==> src/rtl/alu_muldiv_control.sv <==
// rtl/alu_muldiv_control.sv - ALU control decoder with iterative multiply/divide engine and HI/LO
//
// Decodes ALUOp/funct into the ALU operation select and runs a 1-bit-per-cycle
// multiply/divide engine that owns the HI/LO registers. Stalls the datapath
// whenever a HI/LO-related instruction arrives while the engine is busy.
//
// Ports:
//   clk, rst      rising-edge clock, asynchronous active-high reset
//   ALUOp, funct  operation class from main control and R-type funct field
//   valid_in      qualifies md/mf/mt instructions in decode
//   rs_val/rt_val operand A (multiplicand/dividend/mt source), operand B
//   alu_ctrl      combinational ALU operation select
//   mf_val        HI for mfhi, LO for mflo, else 0
//   stall         hold PC/decode this cycle
//   md_busy       engine not idle
//   md_done       one-cycle pulse when HI/LO are being updated by mult/div
//   div_by_zero   one-cycle pulse with md_done when the divisor was zero

module alu_muldiv_control #(
    parameter int WIDTH  = 32,
    parameter int CTRL_W = 4,
    parameter int CNT_W  = 6
) (
    input  logic              clk,
    input  logic              rst,
    input  logic [2:0]        ALUOp,
    input  logic [5:0]        funct,
    input  logic              valid_in,
    input  logic [WIDTH-1:0]  rs_val,
    input  logic [WIDTH-1:0]  rt_val,
    output logic [CTRL_W-1:0] alu_ctrl,
    output logic [WIDTH-1:0]  mf_val,
    output logic              stall,
    output logic              md_busy,
    output logic              md_done,
    output logic              div_by_zero
);

    localparam logic [5:0] F_MULT  = 6'b011000;
    localparam logic [5:0] F_MULTU = 6'b011001;
    localparam logic [5:0] F_DIV   = 6'b011010;
    localparam logic [5:0] F_DIVU  = 6'b011011;
    localparam logic [5:0] F_MFHI  = 6'b010000;
    localparam logic [5:0] F_MFLO  = 6'b010010;
    localparam logic [5:0] F_MTHI  = 6'b010001;
    localparam logic [5:0] F_MTLO  = 6'b010011;

    typedef enum logic [1:0] {
        S_IDLE = 2'd0,
        S_MUL  = 2'd1,
        S_DIV  = 2'd2,
        S_FIX  = 2'd3
    } state_t;

    state_t state, state_next;

    logic [WIDTH-1:0] hi_reg, lo_reg;
    // acc_hi/acc_lo: partial product during MUL, remainder/quotient during DIV
    logic [WIDTH-1:0] acc_hi, acc_lo;
    logic [WIDTH-1:0] opb;
    logic [CNT_W-1:0] cnt;
    logic             sign_a, sign_b, is_div, dz;

    // ------------------------------------------------------------------
    // ALU control decode
    // ------------------------------------------------------------------
    always_comb begin
        alu_ctrl = CTRL_W'(4'b0000);
        case (ALUOp)
            3'b000: alu_ctrl = CTRL_W'(4'b0010);
            3'b001: alu_ctrl = CTRL_W'(4'b0110);
            3'b100: alu_ctrl = CTRL_W'(4'b0111);
            3'b101: alu_ctrl = CTRL_W'(4'b0001);
            3'b110: alu_ctrl = CTRL_W'(4'b1000);
            3'b010: begin
                case (funct)
                    6'b100000: alu_ctrl = CTRL_W'(4'b0010);
                    6'b100010: alu_ctrl = CTRL_W'(4'b0110);
                    6'b101010: alu_ctrl = CTRL_W'(4'b0111);
                    6'b100101: alu_ctrl = CTRL_W'(4'b0001);
                    default:   alu_ctrl = CTRL_W'(4'b0000);
                endcase
            end
            default: alu_ctrl = CTRL_W'(4'b0000);
        endcase
    end

    // ------------------------------------------------------------------
    // md instruction decode
    // ------------------------------------------------------------------
    logic md_sel;
    logic op_mult, op_multu, op_div, op_divu, op_mfhi, op_mflo, op_mthi, op_mtlo;
    logic any_md, idle, start_mul, start_div, is_signed, divisor_zero;

    assign md_sel   = valid_in && (ALUOp == 3'b010);
    assign op_mult  = md_sel && (funct == F_MULT);
    assign op_multu = md_sel && (funct == F_MULTU);
    assign op_div   = md_sel && (funct == F_DIV);
    assign op_divu  = md_sel && (funct == F_DIVU);
    assign op_mfhi  = md_sel && (funct == F_MFHI);
    assign op_mflo  = md_sel && (funct == F_MFLO);
    assign op_mthi  = md_sel && (funct == F_MTHI);
    assign op_mtlo  = md_sel && (funct == F_MTLO);
    assign any_md   = op_mult | op_multu | op_div | op_divu |
                      op_mfhi | op_mflo | op_mthi | op_mtlo;

    assign idle         = (state == S_IDLE);
    assign start_mul    = idle && (op_mult | op_multu);
    assign start_div    = idle && (op_div | op_divu);
    assign is_signed    = op_mult | op_div;
    assign divisor_zero = (rt_val == '0);

    // Engine works on magnitudes; signs are reapplied in FIX
    logic [WIDTH-1:0] mag_a, mag_b;
    assign mag_a = (is_signed && rs_val[WIDTH-1]) ? -rs_val : rs_val;
    assign mag_b = (is_signed && rt_val[WIDTH-1]) ? -rt_val : rt_val;

    // ------------------------------------------------------------------
    // Iteration datapath
    // ------------------------------------------------------------------
    logic [WIDTH:0]   mul_sum;
    logic [WIDTH:0]   div_shift, div_diff;
    logic             div_ge, last_iter;

    assign mul_sum   = {1'b0, acc_hi} + (acc_lo[0] ? {1'b0, opb} : '0);
    assign div_shift = {acc_hi, acc_lo[WIDTH-1]};
    assign div_diff  = div_shift - {1'b0, opb};
    // Remainder stays below the divisor, so bit WIDTH of the difference is the borrow
    assign div_ge    = ~div_diff[WIDTH];
    assign last_iter = (cnt == CNT_W'(WIDTH - 1));

    logic [2*WIDTH-1:0] prod, prod_neg;
    logic [WIDTH-1:0]   fix_hi, fix_lo;

    assign prod     = {acc_hi, acc_lo};
    assign prod_neg = -prod;

    always_comb begin
        fix_hi = acc_hi;
        fix_lo = acc_lo;
        if (dz) begin
            fix_hi = acc_hi;
            fix_lo = acc_lo;
        end else if (is_div) begin
            fix_lo = (sign_a ^ sign_b) ? -acc_lo : acc_lo;
            fix_hi = sign_a ? -acc_hi : acc_hi;
        end else if (sign_a ^ sign_b) begin
            fix_hi = prod_neg[2*WIDTH-1:WIDTH];
            fix_lo = prod_neg[WIDTH-1:0];
        end
    end

    // ------------------------------------------------------------------
    // FSM: state register
    // ------------------------------------------------------------------
    always_ff @(posedge clk or posedge rst) begin
        if (rst) begin
            state <= S_IDLE;
        end else begin
            state <= state_next;
        end
    end

    // FSM: next state
    always_comb begin
        state_next = state;
        case (state)
            S_IDLE: begin
                if (start_mul) begin
                    state_next = S_MUL;
                end else if (start_div) begin
                    state_next = divisor_zero ? S_FIX : S_DIV;
                end
            end
            S_MUL:   if (last_iter) state_next = S_FIX;
            S_DIV:   if (last_iter) state_next = S_FIX;
            S_FIX:   state_next = S_IDLE;
            default: state_next = S_IDLE;
        endcase
    end

    // FSM: outputs
    always_comb begin
        md_busy     = (state != S_IDLE);
        md_done     = (state == S_FIX);
        div_by_zero = (state == S_FIX) && dz;
        stall       = any_md && (state != S_IDLE);
    end

    assign mf_val = op_mfhi ? hi_reg : (op_mflo ? lo_reg : '0);

    // ------------------------------------------------------------------
    // Engine and HI/LO registers
    // ------------------------------------------------------------------
    always_ff @(posedge clk or posedge rst) begin
        if (rst) begin
            hi_reg <= '0;
            lo_reg <= '0;
            acc_hi <= '0;
            acc_lo <= '0;
            opb    <= '0;
            cnt    <= '0;
            sign_a <= 1'b0;
            sign_b <= 1'b0;
            is_div <= 1'b0;
            dz     <= 1'b0;
        end else begin
            case (state)
                S_IDLE: begin
                    if (start_mul || start_div) begin
                        sign_a <= is_signed && rs_val[WIDTH-1];
                        sign_b <= is_signed && rt_val[WIDTH-1];
                        is_div <= start_div;
                        dz     <= start_div && divisor_zero;
                        cnt    <= '0;
                        if (start_div && divisor_zero) begin
                            acc_hi <= rs_val;
                            acc_lo <= '1;
                            opb    <= '0;
                        end else if (start_mul) begin
                            acc_hi <= '0;
                            acc_lo <= mag_b;
                            opb    <= mag_a;
                        end else begin
                            acc_hi <= '0;
                            acc_lo <= mag_a;
                            opb    <= mag_b;
                        end
                    end
                    if (op_mthi) hi_reg <= rs_val;
                    if (op_mtlo) lo_reg <= rs_val;
                end
                S_MUL: begin
                    acc_hi <= mul_sum[WIDTH:1];
                    acc_lo <= {mul_sum[0], acc_lo[WIDTH-1:1]};
                    cnt    <= cnt + 1'b1;
                end
                S_DIV: begin
                    acc_hi <= div_ge ? div_diff[WIDTH-1:0] : div_shift[WIDTH-1:0];
                    acc_lo <= {acc_lo[WIDTH-2:0], div_ge};
                    cnt    <= cnt + 1'b1;
                end
                S_FIX: begin
                    hi_reg <= fix_hi;
                    lo_reg <= fix_lo;
                    cnt    <= '0;
                end
                default: ;
            endcase
        end
    end

endmodule

==> config.mk <==
export PLATFORM = sky130hd
export DESIGN_NAME = alu_muldiv_control
export DESIGN_NICKNAME = d
export VERILOG_FILES = /design/src/rtl/alu_muldiv_control.sv
export SDC_FILE = /design/constraint.sdc
export NUM_CORES = 1
export LEC_CHECK = 0
export CAP_MARGIN = 5
export CORE_MARGIN = 8
export CORE_UTILIZATION = 44
export CTS_CLUSTER_DIAMETER = 60
export CTS_CLUSTER_SIZE = 16
export DETAILED_ROUTE_END_ITERATION = 7
export DONT_BUFFER_PORTS = 1
export PLACE_DENSITY_LB_ADDON = 0.15
export SETUP_SLACK_MARGIN = 0.2
export SLEW_MARGIN = 20
export SYNTH_ARGS = -nofsm -noshare
export SYNTH_HDL_FRONTEND = slang
export SYNTH_SLANG_ARGS = --single-unit
==> constraint.sdc <==
create_clock -name clk -period 12.79 [get_ports clk]
set_input_delay 3.1975 -clock clk [delete_from_list [all_inputs] [get_ports clk]]
set_output_delay 3.1975 -clock clk [all_outputs]
set_load 0.01 [all_outputs]
==> results of run 1 <==
==> through the flow <==
| step | area [um2] | cells |
|---|---|---|
| finish | 17100 | 2481 |
| global route | 17100 | 2476 |
| CTS | 17100 | 2476 |
| detailed placement | 16500 | 2445 |
| global placement | 16500 | 2445 |
| floorplan | 16300 | 2094 |
==> metal layers <==
| layer | vias to the layer above | GRT usage [%] | part of all wire [%] |
|---|---|---|---|
| li1 | 7475 | - | - |
| met1 | 7798 | 41.3 | 44 |
| met2 | 828 | 42.8 | 41 |
| met3 | 142 | 8.30 | 11 |
| met4 | 0 | 12.2 | 4.2 |
| met5 | - | 0 | 0 |
==> cell usage in the layout, fill, tap and decap left out, drive strengths merged, types with 10 or more instances in the layout <==
cell,count
a211oi,49
a21o,64
a21oi,161
a221oi,49
a22o,37
a22oi,32
a31oi,22
and2,13
and3,10
buf,22
clkbuf,18
dfrtp,172
ha,73
inv,75
mux2,18
mux2i,18
nand2,246
nand2b,21
nand3,35
nand4,14
nor2,202
nor3,44
nor4,12
o211ai,22
o21ai,206
o21bai,12
o31ai,31
o41ai,13
or2,10
or3,18
or4,19
xnor2,101
xor2,70
==> power breakdown <==
part           total [W]  switching [W]  internal, W
sequential       0.00113       0.000360     0.000770
clock           0.000566       0.000265     0.000302
combinational    0.00258        0.00161     0.000972
==> how the worst max path moves through the flow <==
stage | slack (ns) | end | from
floorplan | 4.61 | mf_val[10] | ALUOp[0]
global placement | 4.40 | mf_val[24] | ALUOp[0]
detailed placement | 4.33 | mf_val[2] | ALUOp[0]
CTS | 4.30 | mf_val[2] | ALUOp[0]
global route | 4.16 | mf_val[3] | ALUOp[0]
finish | 4.31 | mf_val[2] | ALUOp[0]
==> worst max-delay path: cells and delay by family <==
family,cells,cell delay (ns)
buffers and inverters,1,0.33
AND/OR/NAND/NOR,5,1.46
AO/OA/AOI/OAI,1,0.28
==> cell families (layout without fill, tap and decap cells) <==
| family | Yosys count | count (layout) | share of synthesized area, % |
|---|---|---|---|
| AOI/OAI and AO/OA | 763 | 763 | 31.3 |
| and+or+nand+nor | 671 | 671 | 19.5 |
| buffers and inverters | 206 | 120 | 5.29 |
| DFF | 172 | 172 | 26.5 |
| xor gates and xnor gates | 171 | 171 | 9.21 |
| adders and majority gates | 75 | 75 | 5.87 |
| muxes | 36 | 36 | 2.36 |
| other | 0 | 5 | 0 |
==> layout make-up <==
cell class,count,area [um2]
antenna,5,12.5
tap,468,586
multi-input combinational,1716,11200
inverter,67,256
clock buffer,18,439
timing repair buffer,22,165
clock inverter,13,169
fill,3707,19400
sequential,172,4300
==> impl_metrics.tcl, run 1 <==
set metrics [dict create \
    layout_setup_ws_ns 4.31 \
    portBuffers 0 \
    setup_tns_ns 0 \
    area_delta_synth_final_pct 5.29 \
    clock_path_buffers 2 \
    cts_resized 0 \
    drive_gt1_share_pct 7.02 \
    p_per_area_mw_per_mm2 250 \
    whs_endpoint "hi_reg[14]" \
    syn_nets 2245 \
    reg2reg_to "acc_hi[23]" \
    p_leak_nw 6.90 \
    endpoint_kind "output port" \
    async_reset_ff_share_pct 100 \
    fin_util_pct 46.9 \
    max_freq_ghz 0.118 \
    syn_inst 2094 \
    critPathArrivalTime_ns 5.28 \
    cts_max_level 4 \
    cp-start-kind "input pin" \
    vdd_drop_max_uv 112 \
    postCtsSetupRepairBufs 0 \
    worstPathRequired_ns 9.59 \
    power_w 0.00427 \
    tritoncts "done" \
    path_cells "or3b_1 -> or3_1 -> nor2_1 -> nand2_1 -> nor2_2 -> buf_4 -> a22o_1" \
    rsz0062_at_grt "no" \
    grt_pass1_vias 15200 \
    grt_pass1_wl_mm 99.0 \
    ys_types 90 \
    timing_worst_setup_path_type "in2out" \
    clock_latency_ns 0.47 \
    grt_util_all_layers_pct 29.7 \
    gr-total-overflow 0 \
    initial_core_util_pct 44.5 \
    wirelength_mm 65.9 \
    regToRegSetupSlack_ns 8.16 \
    crit_path_max_fanout 32 \
    ys.warnings.count 0 \
    cts_hold_buf 0 \
    final_antenna_net_count 0 \
    hold_class "reg2reg" \
    synthTopCellsByCount "nand2_1, nor2_1, o21ai_0" \
    numCtsBuffers 17 \
    die_w_um 208 \
    viasPerCell 6.55 \
    cp_slowest_stage_delay_ns 0.45 \
    grt_max_degree 86 \
    r2r_start "acc_lo[31]" \
    synth_edf_count 0 \
    ys_seq_area_share_pct 26.5 \
    finalClockSkew_ns 0.0207 \
    die_y_um 208 \
    synth_most_common_cell "nand2_1" \
    synth-main-ff-cell "dfrtp_1" \
    drtIter0Drc 1785 \
    drt_pass1_iterations 6 \
    clk_root_buffer_cell "clkbuf_16" \
    slew_viol_final 0 \
    hp-start "hi_reg[14]" \
    synth_top_area_share_pct 26.5 \
    min_path_cells 1 \
    ys_seq_elements 172 \
    synth.largest_area_cell "dfrtp_1" \
    syn_area_mm2 0.0163 \
    fin_nets 2147 \
    status "finished, final reports clean" \
    std_cell_rows 70 \
    relSlewSlack_pct 35.1 \
    io_pins 116 \
    coreArea_mm2 0.0365 \
    avgRoutedWirePerCell_um 26.6 \
    die_area_mm2 0.0433 \
    clkTransAtPathRegs_ns 0.08 \
    finalSetupViolations 0 \
    syn_area_per_cell_um2 7.76 \
    r2r_cells 14 \
    drc_errors 0 \
    crit_slowest_cell "or3_1" \
    maxCapViolCount 0 \
    dpl.hpwl_mm 50.8 \
    cts.sinks 172 \
    synth_top_cells_by_area "dfrtp_1, o21ai_0, nand2_1, ha_1, xnor2_1" \
    hold_viol_final 0 \
    fin_crit_ns 8.48 \
    hold_ws_ns 0.480 \
    antenna_found_initial 4 \
    period_share_pct 66.3 \
    gp_congestion 0.969 \
    preCtsSetupSlack_ns 4.33 \
    via_count 16200 \
    tightest_slew_ns 0.973 \
]
Note: power is estimated with default switching activity, not from simulation.
==> run 2: changes to the inputs <==
==> constraint.sdc (replaced) <==
create_clock -name clk -period 7.28 [get_ports clk]
set_input_delay 1.82 -clock clk [delete_from_list [all_inputs] [get_ports clk]]
set_output_delay 1.82 -clock clk [all_outputs]
set_load 0.01 [all_outputs]
==> run 2 against run 1 <==
  * Clock power rose by 69%
  * Non-clock buffer count fell by 2
  * Final cell count fell by 0.20%
  * Worst hold slack improved by 0.0028 ns
  * Combinational power rose by 76%
  * Sequential power rose by 78%
  * Flip-flop and latch count did not move
  * Critical path depth did not move
==> impl_metrics.tcl, run 2 (same netlist as run 1, synthesis figures left out) <==
set metrics [dict create \
    status "finished, final reports clean" \
    drc_errors 0 \
    preCtsSetupSlack_ns 1.55 \
    met1_length_mm 28.8 \
    crit_path_max_fanout 32 \
    clk_root_buffer_cell "clkbuf_16" \
    cp-start-kind "input pin" \
    r2r_start "acc_lo[31]" \
    drt_pass1_iterations 7 \
    final_antenna_net_count 0 \
    setup_tns_ns 0 \
    rsz0062_at_grt "no" \
    cts_hold_buf 0 \
    fin_util_pct 46.7 \
    regToRegSetupSlack_ns 2.76 \
    crit_start "ALUOp[0]" \
    dr_wl_met3_mm 6.73 \
    drive_gt1_share_pct 6.83 \
    initial_core_util_pct 44.5 \
    vdd_drop_max_uv 249 \
    layout_commonest_cell "nand2_1" \
    layout_setup_ws_ns 1.53 \
    io_pins 116 \
    top_layer "met4" \
    avgRoutedWirePerCell_um 26.6 \
    portBuffers 0 \
    regArea_mm2 0.00430 \
    cts_max_level 4 \
    power_w 0.00750 \
    num-fill-cells 3655 \
    die_area_mm2 0.0433 \
    tightest_slew_ns 1.11 \
    finalSetupViolations 0 \
    reg2reg_to "acc_hi[23]" \
    clock_latency_ns 0.46 \
    multi_input_area_mm2 0.0112 \
    die_y_um 208 \
    gr-total-overflow 0 \
    hold_ws_ns 0.483 \
    antenna_found_initial 2 \
    grt_util_all_layers_pct 29.4 \
    area_delta_synth_final_pct 4.98 \
    clkTransAtPathRegs_ns 0.07 \
    grt_pass1_wl_mm 97.6 \
    worstPathRequired_ns 5.46 \
    numCtsBuffers 17 \
    r2r_cells 14 \
    cts_resized 0 \
    postCtsSetupRepairBufs 0 \
    slew_viol_final 0 \
    hold_viol_final 0 \
    maxCapViolCount 0 \
    relSlewSlack_pct 23.9 \
    cts.sinks 172 \
    std_cell_rows 70 \
    endpoint_kind "output port" \
    period_share_pct 79.0 \
    min_path_cells 1 \
    gp_congestion 0.975 \
    fin_crit_ns 5.75 \
    dpl.hpwl_mm 51.0 \
    tritoncts "done" \
    max_freq_ghz 0.174 \
    viasPerCell 6.64 \
    p_leak_nw 6.88 \
    coreArea_mm2 0.0365 \
    grt_pass1_vias 15100 \
    timing_worst_setup_path_type "in2out" \
    grt_max_degree 77 \
    drtIter0Drc 1770 \
    final_cell_mix "nand2_1, o21ai_0, nor2_1, dfrtp_1, a21oi_1" \
    clock_path_buffers 2 \
    p_per_area_mw_per_mm2 440 \
    fin_nets 2145 \
    die_w_um 208 \
    critPathArrivalTime_ns 3.93 \
    via_count 16400 \
    finalClockSkew_ns 0.0116 \
    crit_end "mf_val[2]" \
    dr_wl_met2_mm 28.1 \
    hold_class "reg2reg" \
    wirelength_mm 66.0 \
]
-- run 2: changes by cell type in the layout (fill, tap and decap cells not counted) --
| cell | previous run | this run |
|---|---|---|
| mux2i_1 | 17 | 18 |
| clkbuf_1 | 0 | 1 |
| clkinv_2 | 0 | 1 |
| clkinv_4 | 0 | 2 |
| diode_2 | 5 | 2 |
| buf_4 | 22 | 20 |
| mux2i_2 | 1 | 0 |
| inv_8 | 2 | 1 |
| clkinv_8 | 1 | 0 |
| inv_6 | 9 | 8 |
| clkbuf_8 | 1 | 0 |
-- run 2: report_power, final --
part           leakage, nW  switching, W  internal [W]
sequential            2.07      0.000658       0.00135
combinational         4.52       0.00283       0.00170
clock                0.289      0.000445      0.000514
-- run 2: how the worst min path moves through the flow --
stage / slack [ns] / end / start
finish: 0.48 / hi_reg[14] / hi_reg[14]
global route: 0.50 / hi_reg[0] / hi_reg[0]
detailed placement: 0.47 / hi_reg[14] / hi_reg[14]
floorplan: 0.44 / lo_reg[3] / lo_reg[3]
global placement: 0.46 / hi_reg[14] / hi_reg[14]
CTS: 0.48 / hi_reg[14] / hi_reg[14]
-- run 2: worst max-delay path, stage by stage --
cell	delay (ns)
or3b_1	0.43
or3_1	0.47
nor2_1	0.26
nand2_1	0.18
nor2_2	0.13
buf_4	0.33
a22o_1	0.28
-- run 2: final cells by class --
cell class,count,area share [%]
Antenna cell,2,0.0293
Multi-Input combinational cell,1716,65.5
Inverter,67,1.50
Clock inverter,13,0.909
Tap cell,468,3.43
Timing Repair Buffer,20,0.880
Sequential cell,172,25.2
Clock buffer,18,2.52
-- run 2: metal layers --
metal / vias up / track usage (%)
li1: 7484 / -
met2: 843 / 43.8
met3: 113 / 7.06
met4: 0 / 11.0
met5: - / 0
met1: 8006 / 40.6
-- run 2: through the flow --
stage | cells | cell area (um2)
finish | 2476 | 17100
global route | 2474 | 17100
CTS | 2474 | 17100
detailed placement | 2443 | 16500
global placement | 2443 | 16500
floorplan | 2094 | 16300
